### src/rtl/ram_arbiter_pkg.sv
// Shared encodings for the SRAM arbiter: bus widths, op codes, FSM states
// and grant identifiers.
package ram_arbiter_pkg;

  localparam int CPU_ADDR_W    = 16;
  localparam int SRAM_ADDR_BUS = 18;
  localparam int SRAM_DATA_BUS = 16;

  // Memory operation code carried by the MEM stage.
  localparam logic RAM_OP_RD = 1'b0;
  localparam logic RAM_OP_WR = 1'b1;

  // Write-pulse down-counter width; covers WR_CYCLES up to 7.
  localparam int WR_CNT_W = 3;

  typedef enum logic [2:0] {
    ARB_ST_IDLE     = 3'd0,
    ARB_ST_RD       = 3'd1,
    ARB_ST_WR_SETUP = 3'd2,
    ARB_ST_WR_PULSE = 3'd3,
    ARB_ST_WR_HOLD  = 3'd4
  } arb_state_e;

  typedef enum logic {
    ARB_GNT_IF  = 1'b0,
    ARB_GNT_MEM = 1'b1
  } arb_gnt_e;

endpackage

### src/rtl/ram_arbiter.sv
// Shares one asynchronous SRAM between instruction fetch and the MEM stage.
// MEM wins over IF; one access at a time; every pin-facing output, ack and
// data register is registered. Handshake: a port holds req (and its
// address/data) high until it sees a one-cycle ack; while ack is high the
// port is not eligible for a new grant, so a held req is served once.
module ram_arbiter
  import ram_arbiter_pkg::*;
#(
  parameter int ADDR_W    = SRAM_ADDR_BUS,
  parameter int DATA_W    = SRAM_DATA_BUS,
  parameter int WR_CYCLES = 2
) (
  input  logic                  clk_50MHz,
  input  logic                  rst,
  input  logic                  if_req,
  input  logic [CPU_ADDR_W-1:0] if_addr,
  output logic [DATA_W-1:0]     if_data,
  output logic                  if_ack,
  input  logic                  mem_req,
  input  logic                  mem_op,
  input  logic [CPU_ADDR_W-1:0] mem_addr,
  input  logic [DATA_W-1:0]     mem_wdata,
  output logic [DATA_W-1:0]     mem_rdata,
  output logic                  mem_ack,
  output logic                  stall,
  output logic [ADDR_W-1:0]     sram_addr,
  output logic [DATA_W-1:0]     sram_dq_o,
  output logic                  sram_dq_oe,
  input  logic [DATA_W-1:0]     sram_dq_i,
  output logic                  sram_ce_n,
  output logic                  sram_oe_n,
  output logic                  sram_we_n,
  output arb_state_e            dbg_state
);

  // Value loaded into the pulse counter on entering WR_PULSE; the pulse
  // ends on the cycle the counter reads zero, giving WR_CYCLES cycles.
  localparam logic [WR_CNT_W-1:0] PULSE_LAST = WR_CNT_W'(WR_CYCLES - 1);

  arb_state_e            state_q, state_d;
  arb_gnt_e              gnt_q, gnt_d;
  logic [WR_CNT_W-1:0]   cnt_q, cnt_d;
  logic [ADDR_W-1:0]     addr_q, addr_d;
  logic [DATA_W-1:0]     dq_o_q, dq_o_d;
  logic                  dq_oe_q, dq_oe_d;
  logic                  ce_n_q, ce_n_d;
  logic                  oe_n_q, oe_n_d;
  logic                  we_n_q, we_n_d;
  logic                  if_ack_q, if_ack_d;
  logic                  mem_ack_q, mem_ack_d;
  logic [DATA_W-1:0]     if_data_q, if_data_d;
  logic [DATA_W-1:0]     mem_rdata_q, mem_rdata_d;

  // Arbitration, strobe sequencing and data capture (next-state logic).
  // The operation is not stored separately: it is implied by which branch
  // (RD or WR_*) the FSM took at grant time.
  always_comb begin
    state_d     = state_q;
    gnt_d       = gnt_q;
    cnt_d       = cnt_q;
    addr_d      = addr_q;
    dq_o_d      = dq_o_q;
    dq_oe_d     = dq_oe_q;
    ce_n_d      = ce_n_q;
    oe_n_d      = oe_n_q;
    we_n_d      = we_n_q;
    if_ack_d    = 1'b0;
    mem_ack_d   = 1'b0;
    if_data_d   = if_data_q;
    mem_rdata_d = mem_rdata_q;

    case (state_q)
      ARB_ST_IDLE: begin
        ce_n_d  = 1'b1;
        oe_n_d  = 1'b1;
        we_n_d  = 1'b1;
        dq_oe_d = 1'b0;
        if (mem_req && !mem_ack_q) begin
          gnt_d  = ARB_GNT_MEM;
          addr_d = ADDR_W'(mem_addr);
          ce_n_d = 1'b0;
          if (mem_op == RAM_OP_WR) begin
            dq_o_d  = mem_wdata;
            dq_oe_d = 1'b1;
            state_d = ARB_ST_WR_SETUP;
          end else begin
            oe_n_d  = 1'b0;
            state_d = ARB_ST_RD;
          end
        end else if (if_req && !if_ack_q) begin
          gnt_d   = ARB_GNT_IF;
          addr_d  = ADDR_W'(if_addr);
          ce_n_d  = 1'b0;
          oe_n_d  = 1'b0;
          state_d = ARB_ST_RD;
        end
      end

      ARB_ST_RD: begin
        if (gnt_q == ARB_GNT_IF) begin
          if_data_d = sram_dq_i;
          if_ack_d  = 1'b1;
        end else begin
          mem_rdata_d = sram_dq_i;
          mem_ack_d   = 1'b1;
        end
        ce_n_d  = 1'b1;
        oe_n_d  = 1'b1;
        state_d = ARB_ST_IDLE;
      end

      ARB_ST_WR_SETUP: begin
        we_n_d  = 1'b0;
        cnt_d   = PULSE_LAST;
        state_d = ARB_ST_WR_PULSE;
      end

      ARB_ST_WR_PULSE: begin
        if (cnt_q == '0) begin
          we_n_d  = 1'b1;
          state_d = ARB_ST_WR_HOLD;
        end else begin
          cnt_d = cnt_q - WR_CNT_W'(1);
        end
      end

      ARB_ST_WR_HOLD: begin
        ce_n_d    = 1'b1;
        dq_oe_d   = 1'b0;
        mem_ack_d = 1'b1;
        state_d   = ARB_ST_IDLE;
      end

      default: begin
        ce_n_d  = 1'b1;
        oe_n_d  = 1'b1;
        we_n_d  = 1'b1;
        dq_oe_d = 1'b0;
        state_d = ARB_ST_IDLE;
      end
    endcase
  end

  // State and output registers; async reset parks the pins inactive at once.
  always_ff @(posedge clk_50MHz or negedge rst) begin
    if (!rst) begin
      state_q     <= ARB_ST_IDLE;
      gnt_q       <= ARB_GNT_IF;
      cnt_q       <= '0;
      addr_q      <= '0;
      dq_o_q      <= '0;
      dq_oe_q     <= 1'b0;
      ce_n_q      <= 1'b1;
      oe_n_q      <= 1'b1;
      we_n_q      <= 1'b1;
      if_ack_q    <= 1'b0;
      mem_ack_q   <= 1'b0;
      if_data_q   <= '0;
      mem_rdata_q <= '0;
    end else begin
      state_q     <= state_d;
      gnt_q       <= gnt_d;
      cnt_q       <= cnt_d;
      addr_q      <= addr_d;
      dq_o_q      <= dq_o_d;
      dq_oe_q     <= dq_oe_d;
      ce_n_q      <= ce_n_d;
      oe_n_q      <= oe_n_d;
      we_n_q      <= we_n_d;
      if_ack_q    <= if_ack_d;
      mem_ack_q   <= mem_ack_d;
      if_data_q   <= if_data_d;
      mem_rdata_q <= mem_rdata_d;
    end
  end

  assign stall      = (if_req & ~if_ack_q) | (mem_req & ~mem_ack_q);
  assign if_data    = if_data_q;
  assign if_ack     = if_ack_q;
  assign mem_rdata  = mem_rdata_q;
  assign mem_ack    = mem_ack_q;
  assign sram_addr  = addr_q;
  assign sram_dq_o  = dq_o_q;
  assign sram_dq_oe = dq_oe_q;
  assign sram_ce_n  = ce_n_q;
  assign sram_oe_n  = oe_n_q;
  assign sram_we_n  = we_n_q;
  assign dbg_state  = state_q;

endmodule
### config.mk
export PLATFORM = sky130hd
export DESIGN_NAME = ram_arbiter
export DESIGN_NICKNAME = d
export VERILOG_FILES = /design/src/rtl/ram_arbiter_pkg.sv /design/src/rtl/ram_arbiter.sv
export SDC_FILE = /design/constraint.sdc
export NUM_CORES = 1
export LEC_CHECK = 0
export CORE_ASPECT_RATIO = 0.6
export CORE_MARGIN = 3
export CORE_UTILIZATION = 35
export CTS_CLUSTER_SIZE = 24
export DETAILED_ROUTE_END_ITERATION = 12
export GPL_ROUTABILITY_DRIVEN = 1
export GPL_TIMING_DRIVEN = 0
export PLACE_DENSITY = 0.68
export SLEW_MARGIN = 20
export SYNTH_ARGS = -nofsm -noshare
export SYNTH_HDL_FRONTEND = slang
export SYNTH_SLANG_ARGS = --single-unit
### constraint.sdc
create_clock -name clk_50MHz -period 3.73 [get_ports clk_50MHz]
set_clock_uncertainty 0.15 [all_clocks]
set_input_delay 0.746 -clock clk_50MHz [delete_from_list [all_inputs] [get_ports clk_50MHz]]
set_output_delay 0.746 -clock clk_50MHz [all_outputs]
set_load 0.005 [all_outputs]
# Word level (Yosys, flattened, before mapping)

Cells that the tools add are included.

Flip-flop bits (word level): 79
Input port bits: 69
Output and inout bits: 76
Word-level logic and storage cells: 72

Add/sub/neg operators: 1
Eq/ne operators: 7
Multiplexer cells: 25
Bitwise gates (word level): 7
Reductions and logical operators: 19

Operator list:

| operator                                         | count |
|---|---|
| two-way mux 18 bit                               | 2 |
| two-way mux 3 bit                                | 4 |
| AND reduction 2 bit                              | 6 |
| two-way mux 1 bit                                | 11 |
| case mux 3 bit (3 select lines)                  | 1 |
| case mux 1 bit (2 select lines)                  | 4 |
| == test 3 x 2 -> 1 bit, second input constant    | 2 |
| logical NOT 3 bit                                | 2 |
| case mux 3 bit (2 select lines)                  | 1 |
| OR reduction 3 bit                               | 2 |
| != test 2 bit, second input constant             | 2 |
| NOT 1 bit                                        | 4 |
| nonzero test 2 bit                               | 2 |
| OR reduction 2 bit                               | 2 |
| == test 3 x 1 -> 1 bit, second input constant    | 1 |
| == test 3 bit, second input constant             | 1 |
| != test 3 bit, second input constant             | 1 |
| case mux 1 bit (3 select lines)                  | 1 |
| AND reduction 3 bit                              | 1 |
| subtractor 3 x 1 -> 3 bit, second input constant | 1 |
| bitwise AND 1 bit                                | 2 |
| logical AND 1 bit                                | 2 |
| logical NOT 1 bit                                | 2 |
| two-way mux 2 bit                                | 1 |
| bitwise OR 1 bit                                 | 1 |

# Depth between registers and ports, before layout

Gate-level depths: netlist (run 1).

Word-level depth: 5
Gate-level depth with buffers: 6
Depth with buffers taken out: 6

# Least setup slack after synthesis (run 1)

OpenSTA, ideal clock, no wires.

Kind: input -> output
Start point: input mem_req
End point: output stall
Arrival: 1.215 ns
Data required time: 2.834 ns
Slack: 1.619 ns
Cell stages on the path: 4
Path buffers: 2
Cell sequence: nand2b_1 buf_4 buf_4 nand2_1

Word-level cells in the longest chain between the ends: 2

Ends and longest elaborated chain:

| item              | RTL line           | RTL |
|---|---|---|
| from (decl)       | ram_arbiter.sv:19  | `input logic mem_req,` |
| bitwise AND 1 bit | ram_arbiter.sv:177 | `assign stall = (if_req & ~if_ack_q) \| (mem_req & ~mem_ack_q);` |
| bitwise OR 1 bit  | ram_arbiter.sv:177 |  |
| to (decl)         | ram_arbiter.sv:25  | `output logic stall,` |

Every way passes these cells.

# Worst setup path after layout (run 1)

Same ends and word-level chain as after synthesis.

==> results of run 1 <==
layout make-up:
cell class | count | area share [%]
flip-flops and latches | 77 | 36.1
repair buffers | 143 | 26.9
multi-input cells | 129 | 24.7
clock buffers | 12 | 4.61
well taps | 130 | 3.04
plain buffers | 13 | 2.48
clock inverters | 4 | 1.78
inverters | 4 | 0.281
sequential cells by signal (all words and copies together), names as in the netlist, 3 cells and up:
signal     cells
dbg_state      3
mem_rdata     16
cnt_q          3
sram_dq_o     16
sram_addr     16
if_data       16
worst max-delay path by stage:
stage	endpoint	slack (ns)	cells past startpoint
4_1_cts	stall	0.56	6
2_1_floorplan	stall	1.62	4
6_report	stall	0.57	6
3_3_place_gp	if_data[15]	-1.07	1
5_1_grt	stall	0.50	6
3_5_place_dp	stall	0.56	6
cells by family after synthesis:
| kind of cell | Yosys count |
|---|---|
| simple gates | 29 |
| buf+inv | 17 |
| other cells | 1 |
| fa+ha+maj | 2 |
| mux | 81 |
| compound gates | 15 |
| flops | 77 |
cells in the final DEF, fill, tap and decap left out, drive strengths merged:
cell type,count
a2111oi,1
a21boi,1
a21oi,5
a22o,1
a31oi,1
and2b,1
and3,3
buf,14
bufinv,3
clkbuf,13
clkdlybuf4s50,141
clkinv,1
conb,2
dfrtp,74
dfstp,3
ha,2
inv,4
mux2,81
nand2,7
nand2b,4
nand3,2
nand3b,1
nor2,8
nor3,1
o21ai,3
o2bb2ai,2
o31ai,1
or3b,1
or4bb,1
per-layer routing:
layer  vias up  global-route usage, %  routed length [µm]
li1       1090                      -                   -
met1      1126                   20.1                3770
met2        88                   22.0                3410
met3         6                   6.78                 729
met4         0                   4.31                  56
met5         -                      0                   0
metrics by stage:
step                instances  TNS, ns  util, %
floorplan                 223        0        -
global route              512        0     57.3
detailed placement        496        0     53.7
CTS                       512        0     57.3
finish                    512        0     57.3
global placement          495   -78.92     53.5
worst max-delay path: stages:
cell and delay, ns:
clkdlybuf4s50_1 0.47, nand2b_1 0.06, buf_4 0.18, buf_4 0.19
nand2_1 0.09, clkdlybuf4s50_1 0.52
power groups by stage:
stage	sequential (µW)	clock, µW	combinational [µW]
3_5_place_dp	1520	0	2180
3_3_place_gp	1510	0	2150
5_1_grt	1570	1060	2320
4_1_cts	1520	1020	2190
6_report	1510	993	2150
2_1_floorplan	1530	0	1040
==> summary.txt, run 1 <==
Floorplanning
  – Die X: 133 µm
  – Die Footprint: 0.0110 mm²
  – Std cell rows: 27
  – Starting Density: 36.4%
  – Io pins: 145
  – Die height: 82.3 µm
  – Core Footprint: 0.00932 mm²

Yosys
  – Largest family of logic cells by synthesized area: multiplexers
  – Compound-Gate Fraction of Synth Area: 3.17%
  – Syn. warnings: 0
  – Ys async rst share: 100%
  – Syn Inst Count: approximately 220
  – Cell with the most instances after synthesis: dfrtp_1
  – Post-synthesis register bit count: 77
  – Seq/Total Area, Yosys: about 57%
  – Post-synth EDFFs: 0
  – Avg Inst Size Synth: about 15 µm²
  – Most instantiated cells after synthesis: dfrtp_1, mux2_2, mux2_4
  – Distinct cell type count after synthesis: 32
  – Post-Synth Adder-Cell Area: 0.737%
  – Mux contribution to synthesized area: 29.8%
  – Synthesized area: 0.00340 mm²
  – Area contributors post-synth: dfrtp_1, mux2_2, mux2_4, dfstp_2, buf_6
  – Cell accounting for the most synthesized area: dfrtp_1
  – Top cell type's share of synthesized area: 54.5%
  – Simple-gate portion of the synthesized area: 4.97%
  – Xor and xnor area share after synthesis: 0%
  – Primary FF master, synth: dfrtp_1

Pwr
  – Sequential Power Share: 32.5%
  – Clock share of power: a little over a fifth
  – Internal: 3410 µW
  – Static leakage: 0.00227 µW
  – Power Density: 871 mW/mm²
  – Sw frac: 26.9%
  – Power Total: 4660 µW
  – Share of power burned in combinational logic: 46.2%
  – P_sw: approximately 1300 µW
  – Worst ir drop on vdd: 0.478 mV

Detailed routing
  – Detailed Route Iter0 Violations: 60
  – Drc violations: 0
  – Via Count: around 2300
  – Detail Route Antenna Nets: 0
  – Routed vias/inst: 4.51
  – Drt pass-1 iters: 4
  – Total Wirelength: 7970 µm
  – Wirelength per Cell: 15.6 µm

Clocking
  – Post-CTS sizing: 0
  – CTS sink cnt: 77
  – H-Tree Depth: 3
  – Post-CTS setup buffer count: 0
  – CTS root buf: clkbuf_16
  – Clock slew at reported path FFs: 0.06 ns
  – Hold buffer count at CTS: 0
  – Clk Latency, worst-skew pair: approximately 0.32 ns
  – Worst-case clock buffer depth: 2
  – CTS tree: built
  – CTS Buf Count: 9

Layout
  – Layout cells sized above 1: just under 30%
  – # diodes: 0
  – P&R area growth vs syn: 57.3%
  – Layout Nets: approximately 450
  – Post-route cell area: 0.00534 mm²
  – Fillers: 760
  – Multi-input gate area in the final layout: 0.00132 mm²
  – Sequential cell area: approximately 0.0019 mm²

STA
  – Final worst slack: between 0.5 and 0.6 ns
  – Crit share post-route: 84.6%
  – Final setup vio count: 0
  – Least-Margin Pin Slew: roughly 0.53 ns
  – Min cycle time layout: around 3.2 ns
  – Rel. slew slack: 64.9%
  – Final hold vios: 0
  – Slew Limit Fails: 0
  – Fmax achieved: ~320 MHz
  – Worst hold slack: 0.245 ns
  – RSZ-0062 raised after global routing: false

Worst setup path
  – Worst path required time: 2.83 ns
  – Crit path launch: mem_req
  – Critical Path Start Type: input port
  – CP endpoint kind: output port
  – Worst r2r src: dbg_state[1]
  – Critical path class: in2out
  – R2r setup slk: approximately 1.8 ns
  – CP Max Fanout: 10
  – Crit Reg-Reg Endpoint: sram_addr[10]
  – R2R depth: 5
  – Data arrival, critical path: approximately 2.3 ns

Place
  – Pre-CTS WS: 0.562 ns
  – IO buf count: roughly 140
  – Placed cell areas: 0.00500 mm²
  – Post-DP HPWL: 5970 µm
  – GPL Wtd Cong: 0.740

Outcome
  – Status: finished clean

Job
  – Max_cap viols: 0

Global route
  – Pin count of the biggest net entering global routing: 40
  – GRT Util Overall: 15.0%
  – Initial antenna violation count: 0
  – Grt ovf: 0
  – Vias in the first global route: 2467
  – Global-route wire length before repair: about 13000 µm

Hold path
  – Worst hold path type: in2async
No activity file was read; power rests on OpenSTA's default activity.
==> run 2, diff against run 1 <==
--- a/config.mk
+++ b/config.mk
@@ -12,7 +12,7 @@
 export DETAILED_ROUTE_END_ITERATION = 12
 export GPL_ROUTABILITY_DRIVEN = 1
 export GPL_TIMING_DRIVEN = 0
-export PLACE_DENSITY = 0.68
+export PLACE_DENSITY = 0.71
 export SLEW_MARGIN = 20
 export SYNTH_ARGS = -nofsm -noshare
 export SYNTH_HDL_FRONTEND = slang
==> constraint.sdc (replaced) <==
create_clock -name clk_50MHz -period 2.9 [get_ports clk_50MHz]
set_clock_uncertainty 0.15 [all_clocks]
set_input_delay 0.58 -clock clk_50MHz [delete_from_list [all_inputs] [get_ports clk_50MHz]]
set_output_delay 0.58 -clock clk_50MHz [all_outputs]
set_load 0.005 [all_outputs]
==> run 2 against run 1 <==
Net effect: setup slack got worse by 0.15 ns; cell count decreased by 0.20%; routed wire length increased by 0.63%; critical path depth unchanged; die area unchanged; critical endpoint unchanged; highest routed layer unchanged.
==> summary.txt, run 2 (synthesis results as in run 1) <==
STA
  – RSZ-0062 raised after global routing: false (unchanged)
  – Final setup vio count: 0 (unchanged)
  – Crit share post-route: 85.2%
  – Slew Limit Fails: 0 (unchanged)
  – Min cycle time layout: 2.47 ns
  – Post-route setup TNS: 0 ns (unchanged)
  – Fmax achieved: 405 MHz
  – Final hold vios: 0 (unchanged)

Clocking
  – Post-CTS setup buffer count: 0 (unchanged)
  – Post-CTS sizing: 0 (unchanged)
  – Clk Latency, worst-skew pair: 0.33 ns (was 0.32 ns)
  – Hold buffer count at CTS: 0 (unchanged)
  – H-Tree Depth: 3 (unchanged)
  – CTS Buf Count: 9 (unchanged)
  – CTS root buf: clkbuf_16 (unchanged)
  – CTS tree: built (unchanged)
  – CTS sink cnt: 77 (unchanged)
  – Worst-case clock buffer depth: 2 (unchanged)
  – Clock slew at reported path FFs: 0.06 ns (about the same)

Global route
  – GRT Util Overall: 15.0% (about the same)
  – Pin count of the biggest net entering global routing: 45 (was 40)
  – Grt ovf: 0 (unchanged)
  – Initial antenna violation count: 0 (unchanged)
  – Global-route wire length before repair: 12800 µm (was 13000 µm)
  – Vias in the first global route: 2464 (was 2467)

Worst setup path
  – Critical path class: in2out (unchanged)
  – R2R depth: 5 (unchanged)
  – CP endpoint kind: output port (unchanged)
  – Data arrival, critical path: 1.74 ns (was 2.26 ns)
  – Crit Reg-Reg Endpoint: sram_addr[14] (was sram_addr[10])
  – Worst r2r src: dbg_state[1] (unchanged)
  – Worst path required time: 2.17 ns (was 2.83 ns)
  – Crit path launch: mem_req (unchanged)
  – Critical Path Start Type: input port (unchanged)
  – R2r setup slk: 0.94 ns (was 1.81 ns)
  – CP Max Fanout: 10 (unchanged)

Layout
  – Final core utilization: 56.8% (was 57.3%)
  – Non-Filler Instances: 511 (was 512)
  – # diodes: 0 (unchanged)
  – Most common cell after layout, fill and taps aside: clkdlybuf4s50_1 (unchanged)
  – Commonest non-fill, non-tap cells in the layout: clkdlybuf4s50_1, dfrtp_1, mux2_2 (unchanged)
  – Layout Nets: 448 (unchanged)
  – Layout cells sized above 1: 29.7% (was 29.6%)
  – Fillers: 791 (was 760)
  – P&R area growth vs syn: 55.8% (was 57.3%)

Detailed routing
  – Routed vias/inst: 4.56 (was 4.51)
  – Met2 WL post-DR: 3550 µm (was 3410 µm)
  – WL met1: 3710 µm (was 3770 µm)
  – Drc violations: 0 (unchanged)
  – Wirelength per Cell: 15.7 µm (was 15.6 µm)
  – Met3 Wirelength: 674 µm (was 729 µm)
  – DR top layer: met4 (unchanged)
  – Drt pass-1 iters: 4 (unchanged)
  – Via Count: 2329 (was 2310)
  – Total Wirelength: 8020 µm (was 7970 µm)
  – Detail Route Antenna Nets: 0 (unchanged)
  – Detailed Route Iter0 Violations: 65 (was 60)

Place
  – Post-DP HPWL: 5950 µm (was 5970 µm)
  – IO buf count: 142 (unchanged)
  – GPL Wtd Cong: 0.814 (was 0.740)
  – Placed Cells: 496 (unchanged)

Floorplanning
  – Die Footprint: 0.0110 mm² (unchanged)
  – Io pins: 145 (unchanged)
  – Starting Density: 36.4% (unchanged)
  – Die height: 82.3 µm (unchanged)
  – Die X: 133 µm (unchanged)
  – Std cell rows: 27 (unchanged)
  – Core Footprint: 0.00932 mm² (unchanged)

Pwr
  – Power Density: 1100 mW/mm² (was 871 mW/mm²)
  – Power Total: 5800 µW (was 4660 µW)
  – Worst ir drop on vdd: 0.492 mV (was 0.478 mV)
  – Static leakage: 0.00225 µW (was 0.00227 µW)

Job
  – Max_cap viols: 0 (unchanged)

Hold path
  – Worst hold path type: in2async (unchanged)

Outcome
  – Status: finished clean (unchanged)
==> run 2: cell types whose count changed in the layout (fill, tap and decap cells not counted) <==
cell and change:
clkdlybuf4s50_1 -1, dlymetal6s2s_1 +1, clkinv_2 +2, clkinvlp_4 +1, clkbuf_8 -1, buf_12 -1, buf_16 +1, clkbuf_1 -1
bufinv_16 -2
==> run 2: area by class of cell <==
cell class / instances / area [µm²] / share of cell area [%]
buffer: 13 / 133 / 2.51
multi-input combinational: 129 / 1320 / 25.0
sequential: 77 / 1930 / 36.5
clock buffer: 10 / 229 / 4.33
inverter: 4 / 15.0 / 0.284
clock inverter: 5 / 52.6 / 0.993
timing repair buffer: 143 / 1450 / 27.4
tap: 130 / 163 / 3.07
==> run 2: power by group <==
part           switching [µW]  internal [µW]
Combinational             895           1880
Sequential                310           1640
Clock                     422            657
==> run 2: per-layer routing <==
layer	global-route usage (%)	vias up
met2	22.4	83
met1	19.7	1144
li1	-	1095
met4	4.31	0
met3	6.84	7
met5	0	-
==> run 2: worst max-delay path: stages <==
cell and delay (ns):
clkdlybuf4s50_1 0.42, nand2b_1 0.08, buf_4 0.19, buf_4 0.22, nand2_1 0.08, dlymetal6s2s_1 0.16
==> run 2: worst max-delay path by stage <==
| stage | to | slack, ns |
|---|---|---|
| global route | stall | 0.31 |
| finish | stall | 0.43 |
| CTS | stall | 0.05 |
| floorplan | sram_addr[10] | 1.08 |
| global placement | sram_addr[2] | -1.64 |
| detailed placement | stall | 0.05 |
==> run 2: metrics by stage <==
step           setup slack, ns  cell area, µm²  hold slack [ns]
2_1_floorplan             1.08            3400            0.134
3_3_place_gp             -1.64            4980            0.324
3_5_place_dp            0.0491            5010            0.325
4_1_cts                 0.0483            5290           0.0587
5_1_grt                  0.308            5290           0.0711
6_report                 0.428            5290           0.0529
==> run 3, diff against run 2 <==
--- a/config.mk
+++ b/config.mk
@@ -5,6 +5,8 @@
 export SDC_FILE = /design/constraint.sdc
 export NUM_CORES = 1
 export LEC_CHECK = 0
+export ABC_AREA = 1
+export CAP_MARGIN = 25
 export CORE_ASPECT_RATIO = 0.6
 export CORE_MARGIN = 3
 export CORE_UTILIZATION = 35
==> run 3 against run 2 <==
Net effect: setup slack worse by 0.24 ns; total power is 5.7% lower; via count is 35% higher; combinational power is 10% lower; flip-flop and latch count stayed put; register-to-register slack better by 0.31 ns; area after synthesis is 2.3% lower; routed wire length is 18% higher; design area is 1.2% lower; highest routed layer unchanged; count of clock-buffer cells in the layout is 2 higher.
==> summary.txt, run 3 <==
Outcome
  – Status: finished clean (unchanged)

Worst setup path
  – Critical path class: in2out (unchanged)
  – Critical Path Start Type: input port (unchanged)
  – CP endpoint kind: output port (unchanged)
  – Worst path required time: 2.17 ns (about the same)
  – CP Max Fanout: 10 (unchanged)
  – Data arrival, critical path: 1.99 ns (was 1.74 ns)

Layout
  – Final core utilization: 59.1% (was 56.8%)
  – Layout cells sized above 1: 7.64% (was 29.7%)
  – Non-Filler Instances: 689 (was 511)
  – Post-route cell area: 0.00523 mm² (was 0.00529 mm²)
  – Layout Nets: 629 (was 448)
  – P&R area growth vs syn: 57.6% (was 55.8%)
  – # diodes: 0 (unchanged)
  – Commonest non-fill, non-tap cells in the layout: nand2_1, clkdlybuf4s50_1, dfrtp_1 (was clkdlybuf4s50_1, dfrtp_1, mux2_2)
  – Most common cell after layout, fill and taps aside: nand2_1 (was clkdlybuf4s50_1)

Place
  – IO buf count: 142 (unchanged)
  – Placed Cells: 672 (was 496)
  – Post-DP HPWL: 7220 µm (was 5950 µm)
  – GPL Wtd Cong: 0.812 (was 0.814)
  – Placed cell areas: 0.00493 mm² (was 0.00501 mm²)

Global route
  – Vias in the first global route: 3157 (was 2464)
  – Pin count of the biggest net entering global routing: 58 (was 45)
  – GRT Util Overall: 18.4% (was 15.0%)
  – Grt ovf: 0 (unchanged)
  – Global-route wire length before repair: 15800 µm (was 12800 µm)
  – Initial antenna violation count: 0 (unchanged)

STA
  – Min cycle time layout: 2.72 ns (was 2.47 ns)
  – Post-route setup TNS: 0 ns (unchanged)
  – Final hold vios: 0 (unchanged)
  – Worst hold slack: 0.312 ns (was 0.0529 ns)
  – Crit share post-route: 93.7% (was 85.2%)
  – Fmax achieved: 368 MHz (was 405 MHz)
  – Final setup vio count: 0 (unchanged)
  – RSZ-0062 raised after global routing: false (unchanged)
  – Slew Limit Fails: 0 (unchanged)

Yosys
  – Post-synth EDFFs: 0 (unchanged)
  – Synthesized area: 0.00332 mm² (was 0.00340 mm²)
  – Avg Inst Size Synth: 8.25 µm² (was 15.3 µm²)
  – Area contributors post-synth: dfrtp_1, nand2_1, o21ai_0, inv_1, nand3_1 (was dfrtp_1, mux2_2, mux2_4, dfstp_2, buf_6)
  – Distinct cell type count after synthesis: 22 (was 32)
  – Post-synthesis register bit count: 77 (unchanged)
  – Syn Inst Count: 402 (was 222)
  – Most instantiated cells after synthesis: nand2_1, dfrtp_1, o21ai_0 (was dfrtp_1, mux2_2, mux2_4)
  – Cell with the most instances after synthesis: nand2_1 (was dfrtp_1)
  – Syn. warnings: 0 (unchanged)
  – Ys async rst share: 100% (unchanged)
  – Seq/Total Area, Yosys: 58.2% (was 56.8%)
  – Primary FF master, synth: dfrtp_1 (unchanged)
  – Top cell type's share of synthesized area: 55.8% (was 54.5%)
  – Cell accounting for the most synthesized area: dfrtp_1 (unchanged)

Detailed routing
  – Drc violations: 0 (unchanged)
  – Drt pass-1 iters: 5 (was 4)
  – Via Count: 3148 (was 2329)
  – Wirelength per Cell: 13.8 µm (was 15.7 µm)
  – Detail Route Antenna Nets: 0 (unchanged)
  – Detailed Route Iter0 Violations: 118 (was 65)
  – Routed vias/inst: 4.57 (was 4.56)
  – Total Wirelength: 9480 µm (was 8020 µm)

Job
  – Max_cap viols: 0 (unchanged)

Floorplanning
  – Starting Density: 37.5% (was 36.4%)
  – Io pins: 145 (unchanged)
  – Die height: 81.4 µm (was 82.3 µm)
  – Std cell rows: 26 (was 27)
  – Die X: 132 µm (was 133 µm)
  – Core Footprint: 0.00885 mm² (was 0.00932 mm²)
  – Die Footprint: 0.0107 mm² (was 0.0110 mm²)

Clocking
  – H-Tree Depth: 3 (unchanged)
  – Worst-case clock buffer depth: 2 (unchanged)
  – CTS Buf Count: 9 (unchanged)
  – CTS root buf: clkbuf_16 (unchanged)
  – Clk Latency, worst-skew pair: 0.32 ns (was 0.33 ns)
  – Clock slew at reported path FFs: 0.05 ns (was 0.06 ns)
  – CTS sink cnt: 77 (unchanged)
  – CTS tree: built (unchanged)

Pwr
  – Power Density: 1050 mW/mm² (was 1100 mW/mm²)
  – Static leakage: 0.00260 µW (was 0.00225 µW)
  – Worst ir drop on vdd: 0.357 mV (was 0.492 mV)

Hold path
  – Worst hold path type: reg2reg (was in2async)
## run 3: through the flow
step | setup WS (ns) | power (µW)
floorplan | 1.36 | 2950
global placement | -1.59 | 4330
finish | 0.184 | 5470
CTS | 0.189 | 5540
global route | 0.123 | 5940
detailed placement | 0.189 | 4410
## run 3: logic make-up (layout without fill, tap and decap cells)
logic type	after synthesis	in the layout	share of synthesized area (%)
adders and majority gates	2	2	0.754
DFF	77	77	58.2
AOI/OAI and AO/OA	39	39	5.88
other	1	2	0.113
buffers and inverters	50	210	7.09
and+or+nand+nor	233	233	28.0
## run 3: worst paths after layout
| check | start | to | slack (ns) | cells after the start |
|---|---|---|---|---|
| max | mem_req | stall | 0.18 | 4 |
| min | sram_we_n | sram_we_n | 0.31 | 2 |
| max reg2reg | dbg_state[2] | mem_rdata[12] | 1.25 | 4 |
| min reg2reg | sram_we_n | sram_we_n | 0.31 | 2 |
| max in group asynchronous | rst | sram_ce_n | 1.43 | 3 |
| min in group asynchronous | rst | mem_rdata[0] | 0.54 | 2 |
## run 3: what timing repair did
item,4_1_cts,5_1_grt
buffers inserted,0,0
hold buffers,1,0
resized for setup,0,0
hold endpoints to repair,20,0
## run 3: area by class of cell
class | instances | area [µm²]
Tap cell | 126 | 158
Multi-Input combinational cell | 276 | 1160
Clock inverter | 4 | 47.5
Fill cell | 820 | 3620
Clock buffer | 12 | 246
Buffer | 17 | 109
Timing Repair Buffer | 144 | 1460
Sequential cell | 77 | 1930
Inverter | 33 | 126
## run 3: worst max-delay path: stages
cell	delay [ns]
clkdlybuf4s50_1	0.50
nand2_2	0.16
nand2_1	0.19
clkdlybuf4s50_1	0.55
## run 3: routing by layer
layer	wire (µm)	global-route usage (%)	vias to the layer above	share of wire [%]
met5	0	0	-	0
met4	173	5.87	0	1.8
met3	717	7.65	15	7.6
met2	4070	26.7	107	43
met1	4510	25.2	1482	48
li1	-	-	1544	-
## run 3: report_power, final
part | leakage [µW] | internal (µW) | switching [µW] | total [µW]
clock | 0.000143 | 687 | 415 | 1100
sequential | 0.000954 | 1600 | 289 | 1890
combinational | 0.00150 | 1310 | 1170 | 2480
total | 0.00260 | 3590 | 1870 | 5470
